## src/rtl/instr_word_encoder.sv

```systemverilog
// Packs decoded RISC-V fields and an immediate into a 32-bit instruction word (2-stage valid/ready pipe).
// Optional build macro ENC_ROUNDTRIP_CHECK_EN adds out_mismatch, a re-extraction check of the placed immediate.
module instr_word_encoder #(
    parameter int unsigned ERR_CNT_W = 16,
    parameter logic [31:0] NOP_WORD  = 32'h0000_0013
) (
    input  logic                 clk,
    input  logic                 rst,
    input  logic                 in_valid,
    output logic                 in_ready,
    input  logic [2:0]           in_fmt,
    input  logic [6:0]           in_opcode,
    input  logic [4:0]           in_rd,
    input  logic [4:0]           in_rs1,
    input  logic [4:0]           in_rs2,
    input  logic [2:0]           in_funct3,
    input  logic [6:0]           in_funct7,
    input  logic [31:0]          in_imm,
    output logic                 out_valid,
    input  logic                 out_ready,
    output logic [31:0]          out_instr,
    output logic                 out_err,
    output logic [ERR_CNT_W-1:0] err_count
`ifdef ENC_ROUNDTRIP_CHECK_EN
    ,
    output logic                 out_mismatch
`endif
);

    localparam logic [2:0] FMT_R = 3'd0;
    localparam logic [2:0] FMT_I = 3'd1;
    localparam logic [2:0] FMT_S = 3'd2;
    localparam logic [2:0] FMT_B = 3'd3;
    localparam logic [2:0] FMT_U = 3'd4;
    localparam logic [2:0] FMT_J = 3'd5;

    logic        s1_valid_reg;
    logic [2:0]  s1_fmt_reg;
    logic [6:0]  s1_opcode_reg;
    logic [4:0]  s1_rd_reg;
    logic [4:0]  s1_rs1_reg;
    logic [4:0]  s1_rs2_reg;
    logic [2:0]  s1_funct3_reg;
    logic [6:0]  s1_funct7_reg;
    logic [31:0] s1_imm_reg;
    logic        s1_legal_reg;

    logic                 out_valid_reg;
    logic [31:0]          out_instr_reg;
    logic                 out_err_reg;
    logic [ERR_CNT_W-1:0] err_count_reg;

    logic        legal_next;
    logic        s2_ready;
    logic        s2_load;
    logic [31:0] enc_word;

    // An immediate fits a signed n-bit field when all bits from n-1 upward agree.
    logic fits12;
    logic fits13;
    logic fits21;

    assign fits12 = (&in_imm[31:11]) || (~|in_imm[31:11]);
    assign fits13 = (&in_imm[31:12]) || (~|in_imm[31:12]);
    assign fits21 = (&in_imm[31:20]) || (~|in_imm[31:20]);

    always_comb begin
        legal_next = 1'b0;
        case (in_fmt)
            FMT_R:   legal_next = 1'b1;
            FMT_I:   legal_next = fits12;
            FMT_S:   legal_next = fits12;
            FMT_B:   legal_next = fits13 && !in_imm[0];
            FMT_U:   legal_next = ~|in_imm[11:0];
            FMT_J:   legal_next = fits21 && !in_imm[0];
            default: legal_next = 1'b0;
        endcase
    end

    assign s2_ready = !out_valid_reg || out_ready;
    assign s2_load  = s1_valid_reg && s2_ready;
    assign in_ready = !s1_valid_reg || s2_ready;

    always_ff @(posedge clk) begin
        if (rst) begin
            s1_valid_reg <= 1'b0;
        end else if (in_ready) begin
            s1_valid_reg <= in_valid;
        end
    end

    always_ff @(posedge clk) begin
        if (in_valid && in_ready) begin
            s1_fmt_reg    <= in_fmt;
            s1_opcode_reg <= in_opcode;
            s1_rd_reg     <= in_rd;
            s1_rs1_reg    <= in_rs1;
            s1_rs2_reg    <= in_rs2;
            s1_funct3_reg <= in_funct3;
            s1_funct7_reg <= in_funct7;
            s1_imm_reg    <= in_imm;
            s1_legal_reg  <= legal_next;
        end
    end

    // Field bits a format does not use stay zero because each arm builds the whole word.
    always_comb begin
        enc_word = NOP_WORD;
        if (s1_legal_reg) begin
            case (s1_fmt_reg)
                FMT_R: enc_word = {s1_funct7_reg, s1_rs2_reg, s1_rs1_reg, s1_funct3_reg,
                                   s1_rd_reg, s1_opcode_reg};
                FMT_I: enc_word = {s1_imm_reg[11:0], s1_rs1_reg, s1_funct3_reg,
                                   s1_rd_reg, s1_opcode_reg};
                FMT_S: enc_word = {s1_imm_reg[11:5], s1_rs2_reg, s1_rs1_reg, s1_funct3_reg,
                                   s1_imm_reg[4:0], s1_opcode_reg};
                FMT_B: enc_word = {s1_imm_reg[12], s1_imm_reg[10:5], s1_rs2_reg, s1_rs1_reg,
                                   s1_funct3_reg, s1_imm_reg[4:1], s1_imm_reg[11], s1_opcode_reg};
                FMT_U: enc_word = {s1_imm_reg[31:12], s1_rd_reg, s1_opcode_reg};
                FMT_J: enc_word = {s1_imm_reg[20], s1_imm_reg[10:1], s1_imm_reg[11],
                                   s1_imm_reg[19:12], s1_rd_reg, s1_opcode_reg};
                default: enc_word = NOP_WORD;
            endcase
        end
    end

    // The error counter moves when a rejected word enters S2, so a stalled word counts once.
    always_ff @(posedge clk) begin
        if (rst) begin
            out_valid_reg <= 1'b0;
            out_instr_reg <= 32'h0;
            out_err_reg   <= 1'b0;
            err_count_reg <= '0;
        end else begin
            if (s2_ready) begin
                out_valid_reg <= s1_valid_reg;
            end
            if (s2_load) begin
                out_instr_reg <= enc_word;
                out_err_reg   <= !s1_legal_reg;
                if (!s1_legal_reg && (err_count_reg != {ERR_CNT_W{1'b1}})) begin
                    err_count_reg <= err_count_reg + {{(ERR_CNT_W-1){1'b0}}, 1'b1};
                end
            end
        end
    end

    assign out_valid = out_valid_reg;
    assign out_instr = out_instr_reg;
    assign out_err   = out_err_reg;
    assign err_count = err_count_reg;

`ifdef ENC_ROUNDTRIP_CHECK_EN
    logic [31:0] rt_imm;
    logic        mismatch_next;
    logic        mismatch_reg;

    // Decode the immediate back out of the word exactly as the immediate generator would.
    always_comb begin
        rt_imm        = 32'h0;
        mismatch_next = 1'b0;
        case (s1_fmt_reg)
            FMT_I: rt_imm = {{20{enc_word[31]}}, enc_word[31:20]};
            FMT_S: rt_imm = {{20{enc_word[31]}}, enc_word[31:25], enc_word[11:7]};
            FMT_B: rt_imm = {{19{enc_word[31]}}, enc_word[31], enc_word[7],
                             enc_word[30:25], enc_word[11:8], 1'b0};
            FMT_U: rt_imm = {enc_word[31:12], 12'h000};
            FMT_J: rt_imm = {{11{enc_word[31]}}, enc_word[31], enc_word[19:12],
                             enc_word[20], enc_word[30:21], 1'b0};
            default: rt_imm = 32'h0;
        endcase
        if (s1_legal_reg && (s1_fmt_reg != FMT_R)) begin
            mismatch_next = (rt_imm != s1_imm_reg);
        end
    end

    always_ff @(posedge clk) begin
        if (rst) begin
            mismatch_reg <= 1'b0;
        end else if (s2_load) begin
            mismatch_reg <= mismatch_next;
        end
    end

    assign out_mismatch = mismatch_reg;
`endif

endmodule

```

## config.mk

```make
export PLATFORM = sky130hd
export DESIGN_NAME = instr_word_encoder
export DESIGN_NICKNAME = d
export VERILOG_FILES = /design/src/rtl/instr_word_encoder.sv
export SDC_FILE = /design/constraint.sdc
export NUM_CORES = 1
export LEC_CHECK = 0
export BUFFER_PORTS_ARGS = -buffer_cell sky130_fd_sc_hd__buf_2
export CAP_MARGIN = 10
export CORE_AREA = 2 2 96 98
export CTS_BUF_LIST = sky130_fd_sc_hd__clkbuf_16
export CTS_CLUSTER_SIZE = 28
export DETAILED_ROUTE_END_ITERATION = 7
export DIE_AREA = 0 0 98 100
export MAX_ROUTING_LAYER = met4
export PLACE_DENSITY = 0.83
export SETUP_SLACK_MARGIN = 0.2
export SLEW_MARGIN = 40
export SYNTH_ARGS = -nofsm -noshare
export SYNTH_HDL_FRONTEND = slang
export SYNTH_SLANG_ARGS = --single-unit
```

## constraint.sdc

```tcl
create_clock -name clk -period 4.9 [get_ports clk]
set_input_delay 0.98 -clock clk [delete_from_list [all_inputs] [get_ports clk]]
set_output_delay 0.98 -clock clk [all_outputs]
set_load 0.03 [all_outputs]
```

Word-level counts from Yosys, hierarchy flattened
Cells that the tools add are included.
{ "word_totals": {"ff_bits": 119, "out_inout_bits": 51, "elab_cells": 58, "input_bits": 71} }
{ "op_classes": {"add_sub_neg": 1, "mux": 3, "n_eq_ne": 11, "reduce_logical": 29} }
{ "op_table": {"columns": ["cell", "n"], "rows": [
  ["32-bit case mux with 6 select lines", 1],
  ["32-bit two-way mux", 1],
  ["12-bit OR reduction", 2],
  ["21-bit AND reduction", 1],
  ["21-bit OR reduction", 1],
  ["20-bit AND reduction", 1],
  ["20-bit OR reduction", 1],
  ["16-bit by 1-bit adder with 16-bit output, second input constant", 1],
  ["16-bit != test, second input constant", 1],
  ["3-bit by 2-bit equality test with 1-bit output, second input constant", 4],
  ["3-bit equality test, second input constant", 4],
  ["12-bit AND reduction", 1],
  ["1-bit logical NOT", 8],
  ["3-bit by 1-bit equality test with 1-bit output, second input constant", 2],
  ["3-bit logical NOT", 2],
  ["1-bit logical AND", 5],
  ["1-bit logical OR", 5],
  ["1-bit case mux with 5 select lines", 1],
  ["2-bit AND reduction", 1],
  ["2-bit OR reduction", 1]
]} }

Depth between registers and ports, before layout
Gate-level depths: netlist (run 1).
{ "depth": {"word_depth": 5, "depth_mapped": 7} }

Worst setup path before layout (run 1)
OpenSTA, ideal clock, no wires.
{ "synth_timing": {"path_kind": "input -> register", "startpoint": "in out_ready", "endpoint": "reg s1_fmt_reg[0], enable pin", "setup_ns": 0.433, "arrival_ns": 3.023, "path_stages": 3, "path_buffers": 0, "required_ns": 4.467, "setup_slack_ns": 1.444, "cell_sequence": "nor2b_1 -> nand2_1 -> and2_1"} }
{ "synth_between": {"elab_chain_len": 3} }
{ "synth_lines": {"columns": ["item", "line_no", "text"], "rows": [
  ["start, declared", "20", "input logic out_ready,"],
  ["1-bit logical OR", "80", "assign s2_ready = !out_valid_reg || out_ready;"],
  ["1-bit logical OR", "82", "assign in_ready = !s1_valid_reg || s2_ready;"],
  ["named net in_ready", "10", "output logic in_ready,"],
  ["1-bit logical AND", "93", "if (in_valid && in_ready) begin"],
  ["end signal, assigned", "94", "s1_fmt_reg <= in_fmt;"],
  ["end, declared", "38", "logic [2:0] s1_fmt_reg;"]
]} }
The timed path passes the listed nets, and every way through them passes these cells.
A chain may end at the register's enable or synchronous reset.

Final worst setup path (run 1)
{ "layout_timing": {"startpoint": "in out_ready", "endpoint": "out in_ready"} }
{ "layout_between": {"elab_chain_len": 2} }
{ "layout_lines": {"columns": ["item", "line_no"], "rows": [
  ["1-bit logical OR", "80"],
  ["1-bit logical OR", "82"],
  ["end, declared", "10"]
]} }
No other way between the ends.

==> flow_summary.yaml, run 1 <==
run_status:
  run_status: "completed"
pwr:
  vdd_ir_drop_max_uv: 256
  leakagePower_nw: 2.44
  pwr_density_cell_mw_per_mm2: 429
  total_power_mw: 2.64
die:
  die_outline_area_sq_mm: 0.00980
  core.rowCount: 35
  floorplan.initialDensity: 0.544
  floorplan.die.height_microns: 100
  core_area_sq_mm: 0.00889
  die_x_microns: 98
  boundaryPins: 122
cells_and_area:
  layout-drive-gt1-share: 0.350
  antenna_cells_inserted: 0
  n_fill_cell: 637
  nets: 587
  seq_area_sq_mm: 0.00306
  area_delta_synth_final_pct: 27.4
  final-instance-count-excl-fill: 639
  multi_input_gate_area_sq_mm: 0.00162
routing:
  met1_length_mm: 4.32
  route.top_layer_used: "met4"
  num_vias: 3775
  route.final.wire_length_mm: 11.1
  post_drt_wl_per_cell_microns: 17.3
  met3_wirelength_microns: 748
  first_pass_iters: 4
  detail_routed_via_count_per_cell: 5.91
  detail_route.iter0.violations: 261
  drt.antenna.violating_nets: 0
  drc: 0
  wl_met2_mm: 5.82
critical_path:
  critical_path_max_stage_delay_ns: 0.47
  crit_buf_inv: 2
  r2r.worst_path.cells: 5
  cp.depth: 4
  path_delay_family: "simple AND/OR/NAND/NOR gates"
  cp-end-kind: "output port"
  crit_top_cell: "sky130_fd_sc_hd__buf_2"
  arrival_ns: 1.88
  slowest_stage: "sky130_fd_sc_hd__nor2b_1"
  crit_required_ns: 3.92
  critical_path_class: "input pin to output port"
  biggest_fanout_along_the_worst_timing_path: 5
  path_cells: "buf_2, nor2b_1, nand2_1, buf_2"
  worstSetupStartpointType: "input pin"
logic_synthesis:
  synth-warning-count: 0
  syn-mean-instance-area_sq_um: 12.3
  synth_top_cells_by_area: "sky130_fd_sc_hd__edfxtp_1 (42%), sky130_fd_sc_hd__dfxtp_1 (21%), sky130_fd_sc_hd__a22oi_1 (4.4%)"
  synth_top_cell_by_area: "sky130_fd_sc_hd__edfxtp_1"
  syn-num-nets: 465
  synth_cells: 393
  yosysUniqueCellTypes: 53
  synth_seq_area_share: 0.634
  postSynth.asyncResetShare: 0
  postSynth.topFlopCell: "sky130_fd_sc_hd__edfxtp_1"
  post_synth_instance_area_sq_mm: 0.00483
  synth_enable_flop_cells: 68
  yosys_top_cell_area_share: 0.423
  ys_ff_latch: 119
global_routing:
  gr-usage-all-layers: 0.240
  grt_pass1_vias: 3670
  grt_max_degree: 69
  grt-ovfl-total: 0
  grt_pass1_wl_mm: 17.6
  grt_antenna_before_repair: 0
sta:
  setup_tns_ns: 0
  clock.fmax_mhz: 349
  maxSlewHeadroom: 0.463
  clock-skew-final_ns: 0.00944
  setup_viol_count_final: 0
  final_hold_viols: 0
  fin_hold_ws_ns: 0.479
  finalWorstPathRequiredPeriod_ns: 2.86
  rsz0062_at_grt: "no"
  final_min_period_over_clock_period: 0.585
  final_max_slew_viol_count: 0
  least_margin_pin_slew_ns: 0.806
clock_tree:
  tritoncts_clock_tree: "done"
  cts_made_buffers: 17
  cts_sinks: 119
  cts_htree_levels: 4
  cts_root_buffer: "sky130_fd_sc_hd__clkbuf_16"
  ctsLongestPathBuffers: 2
  ctsResizeCount: 0
  cts.clk_slew.worst_paths_ns: 0.05
  worstSkewPairLatency_ns: 0.40
  post-cts-setup-buffer-count: 0
  cts_hold_repair_buffers: 0
min_path:
  worstHoldPathType: "register to register"
  timing.hold.worst_path_depth: 2
place:
  gp_congestion: 0.804
  io_buffer_count: 121
  detailedPlacementHpwl_mm: 7.45
  place_inst: 607
run:
  maxCapViolCount: 0
## worst register-to-register path, delay by kind of cell, from the launching register on
family | cells | cell delay [ns]
AND/OR/NAND/NOR | 2 | 0.88
AO/OA/AOI/OAI | 3 | 0.45
flip-flops | 1 | 0.87
## cells in the final DEF, fill, tap and decap left out, drive strengths merged, types with 5 or more instances in the layout
master    n
clkbuf   17
o22ai     6
or4       7
clkinv    5
mux2i     5
nand4     7
xor2      5
nor2     45
nor3      8
nor4      7
a22o      7
nor2b     5
nand3     7
a21oi    13
buf     124
edfxtp   68
nand2    20
dfxtp    51
bufinv    5
inv      16
a22oi    44
o21ai    16
## cell type report
type / instances / area share
sequential: 119 / 0.498
timing repair buffer: 124 / 0.103
multi-input combinational: 240 / 0.263
inverter: 13 / 0.00793
clock inverter: 15 / 0.0366
clock buffer: 17 / 0.0691
tap: 111 / 0.0226
## where the power goes
| part | switching (mW) | leakage, nW | internal [mW] |
|---|---|---|---|
| logic | 0.0989 | 1.06 | 0.0591 |
| clock network | 0.444 | 0.310 | 0.906 |
| registers | 0.0286 | 1.08 | 1.10 |
## cell usage after synthesis, types with 5 or more instances
cell type                  number
sky130_fd_sc_hd__a22o_1         7
sky130_fd_sc_hd__nor3_1         6
sky130_fd_sc_hd__nand3_1        6
sky130_fd_sc_hd__nor4_1         5
sky130_fd_sc_hd__o21ai_0       16
sky130_fd_sc_hd__o22ai_1        6
sky130_fd_sc_hd__edfxtp_1      68
sky130_fd_sc_hd__nor2b_1        5
sky130_fd_sc_hd__a22oi_2       16
sky130_fd_sc_hd__dfxtp_1       51
sky130_fd_sc_hd__clkbuf_1      13
sky130_fd_sc_hd__nor2_1        44
sky130_fd_sc_hd__xor2_1         5
sky130_fd_sc_hd__nand2_1       20
sky130_fd_sc_hd__inv_1         11
sky130_fd_sc_hd__a22oi_1       28
sky130_fd_sc_hd__or4_1          6
sky130_fd_sc_hd__nand4_1        7
sky130_fd_sc_hd__a21oi_1       13
sky130_fd_sc_hd__mux2i_1        5
## per-layer routing
| metal | track usage | vias to the layer above |
|---|---|---|
| met2 | 0.410 | 181 |
| li1 | - | 1748 |
| met4 | 0.0908 | 0 |
| met5 | - | - |
| met3 | 0.0585 | 21 |
| met1 | 0.276 | 1825 |
## metrics by stage
step	area (sq um)	setup slack, ns	utilization
final	6150	2.04	0.692
after global routing	6150	1.97	0.692
after CTS	6150	2.04	0.692
after detailed placement	5500	2.04	0.619
after global placement	5490	2.09	0.618
after floorplan	4830	1.44	-
## path summary, 6_finish.rpt
kind	start	endpoint	slack, ns
setup reg to reg	s1_fmt_reg[2]	out_instr[24]	2.62
setup / recovery	out_ready	in_ready	2.04
hold reg to reg	out_instr[24]	out_instr[24]	0.48
hold / removal	out_instr[24]	out_instr[24]	0.48
## logic make-up (layout without fill, tap and decap cells)
group	after synthesis	in the layout	synth area share
buf+inv	34	169	0.0324
xor+xnor	5	5	0.00906
compound gates	104	104	0.170
fa+ha+maj	2	2	0.00492
flops	119	119	0.634
mux	6	6	0.0127
simple gates	123	123	0.137
(Power assumes the default switching activity.)
==> run 2, diff against run 1 <==
--- a/config.mk
+++ b/config.mk
@@ -7,13 +7,13 @@
 export LEC_CHECK = 0
 export BUFFER_PORTS_ARGS = -buffer_cell sky130_fd_sc_hd__buf_2
 export CAP_MARGIN = 10
-export CORE_AREA = 2 2 96 98
+export CORE_AREA = 2 2 104 106
 export CTS_BUF_LIST = sky130_fd_sc_hd__clkbuf_16
 export CTS_CLUSTER_SIZE = 28
 export DETAILED_ROUTE_END_ITERATION = 7
-export DIE_AREA = 0 0 98 100
+export DIE_AREA = 0 0 106 108
 export MAX_ROUTING_LAYER = met4
-export PLACE_DENSITY = 0.83
+export PLACE_DENSITY = 0.75
 export SETUP_SLACK_MARGIN = 0.2
 export SLEW_MARGIN = 40
 export SYNTH_ARGS = -nofsm -noshare
==> constraint.sdc (replaced) <==
create_clock -name clk -period 2.5 [get_ports clk]
set_input_delay 0.5 -clock clk [delete_from_list [all_inputs] [get_ports clk]]
set_output_delay 0.5 -clock clk [all_outputs]
set_load 0.03 [all_outputs]
==> run 2 against run 1 <==
  * Critical path depth is 1 lower
  * Design area is 0.41% higher
  * Via count fell by 2.5%
  * Global-route usage down 3.5 points
  * Combinational power rose by 110%
  * Worst setup slack got worse by 1.7 ns
  * Core utilization fell by 8.8 points
  * Die area rose by 17%
  * Sequential cell count stayed put
  * Count of clock-buffer cells in the layout did not move
  * First-iteration DRC count is 22% lower
  * Sequential share of layout area decreased by 0.20 points
  * Critical path type is now register to output port
  * Critical endpoint unchanged
==> flow_summary.yaml, run 2 (synthesis results as in run 1) <==
run_status:
  run_status: "completed"
cells_and_area:
  layout.core_utilization: 0.604
  seq_area_sq_mm: 0.00306
  area_delta_synth_final_pct: 27.9
  antenna_cells_inserted: 0
  final_common_cell: "sky130_fd_sc_hd__buf_2"
  layout-drive-gt1-share: 0.349
  n_fill_cell: 824
  nets: 592
  multi_input_gate_area_sq_mm: 0.00162
  final-instance-count-excl-fill: 669
  commonest_cells_after_routing_fill_and_taps_aside: "sky130_fd_sc_hd__buf_2 (120), sky130_fd_sc_hd__edfxtp_1 (68), sky130_fd_sc_hd__dfxtp_1 (51)"
  final_area_sq_mm: 0.00618
min_path:
  worstHoldPathType: "input pin to register"
sta:
  final_min_period_over_clock_period: 0.862
  clock.fmax_mhz: 464
  final_max_slew_viol_count: 0
  setup_tns_ns: 0
  final_hold_viols: 0
  clock-skew-final_ns: 0.0113
  fin_hold_ws_ns: 0.268
  maxSlewHeadroom: 0.515
  rsz0062_at_grt: "no"
  final.setup.worst_slack_ns: 0.345
  finalWorstPathRequiredPeriod_ns: 2.16
  least_margin_pin_slew_ns: 0.723
  setup_viol_count_final: 0
global_routing:
  grt_pass1_vias: 3502
  grt_antenna_before_repair: 0
  grt-ovfl-total: 0
  grt_pass1_wl_mm: 17.3
  grt_max_degree: 69
  gr-usage-all-layers: 0.205
routing:
  detail_route.iter0.violations: 203
  route.final.wire_length_mm: 11.0
  drc: 0
  post_drt_wl_per_cell_microns: 16.5
  detail_routed_via_count_per_cell: 5.50
  first_pass_iters: 5
  num_vias: 3682
  drt.antenna.violating_nets: 0
pwr:
  pwr_density_cell_mw_per_mm2: 804
  clockPowerShare: 0.490
  vdd_ir_drop_max_uv: 372
  cellInternalPower_mw: 3.92
  total_power_mw: 4.97
  leakagePower_nw: 2.47
  switching_power_mw: 1.05
  power_frac_comb: 0.065
  power_frac_seq: 0.444
  p_sw_frac: 0.211
critical_path:
  arrival_ns: 1.66
  reg2reg_setup_slack_ns: 0.46
  cp-end-kind: "output port"
  worstSetupStartpointType: "register"
  critical_path_class: "register to output port"
  biggest_fanout_along_the_worst_timing_path: 5
  crit_required_ns: 2.00
die:
  floorplan.initialDensity: 0.472
  boundaryPins: 122
  core.rowCount: 37
  die_x_microns: 106
  core_area_sq_mm: 0.0102
  floorplan.die.height_microns: 108
  die_outline_area_sq_mm: 0.0114
clock_tree:
  cts_sinks: 119
  worstSkewPairLatency_ns: 0.40
  cts.clk_slew.worst_paths_ns: 0.05
  ctsResizeCount: 0
  ctsLongestPathBuffers: 2
  tritoncts_clock_tree: "done"
  cts_root_buffer: "sky130_fd_sc_hd__clkbuf_16"
  post-cts-setup-buffer-count: 0
  cts_made_buffers: 17
  cts_htree_levels: 4
  cts_hold_repair_buffers: 0
place:
  detailed_place.area_sq_mm: 0.00556
  pre_cts_ws_ns: 0.266
  detailedPlacementHpwl_mm: 7.66
  io_buffer_count: 121
  place_inst: 636
  gp_congestion: 0.876
run:
  maxCapViolCount: 0
## run 2: changes by cell type in the layout (fill, tap and decap cells not counted), sizes merged
cell	before	now
buf	124	129
bufinv	5	4
clkinv	5	7
clkinvlp	2	0
inv	16	17
## run 2: path summary, 6_finish.rpt
path            startpoint          endpoint  depth (start not counted)
min           in_funct7[2]  s1_funct7_reg[2]                          1
max reg2reg      out_valid     out_instr[15]                          6
min reg2reg  out_instr[24]     out_instr[24]                          2
max              out_valid          in_ready                          3
## run 2: power groups by stage
stage | logic [mW] | registers [mW] | clock network (mW)
after floorplan | 0.167 | 2.26 | 0
after global placement | 0.311 | 2.25 | 0
after detailed placement | 0.321 | 2.25 | 0
after CTS | 0.323 | 2.21 | 2.47
after global routing | 0.356 | 2.21 | 2.56
final | 0.325 | 2.21 | 2.44
## run 2: area by class of cell
cell class,count,share of cell area
inverters,13,0.00790
clock inverters,15,0.0277
repair buffers,129,0.110
well taps,136,0.0275
multi-input cells,240,0.262
flip-flops and latches,119,0.496
clock buffers,17,0.0688
## run 2: layer usage
layer,GRT usage,vias to the layer above,share of wire
li1,-,1756,-
met1,0.254,1756,0.42
met2,0.332,157,0.51
met3,0.0404,13,0.063
met4,0.0883,0,0.014
met5,-,-,0
## run 2: critical path, cell delays in order (launching register included)
cell and delay [ns]:
sky130_fd_sc_hd__dfxtp_1 0.36, sky130_fd_sc_hd__nor2b_1 0.50, sky130_fd_sc_hd__nand2_1 0.18, sky130_fd_sc_hd__buf_2 0.22
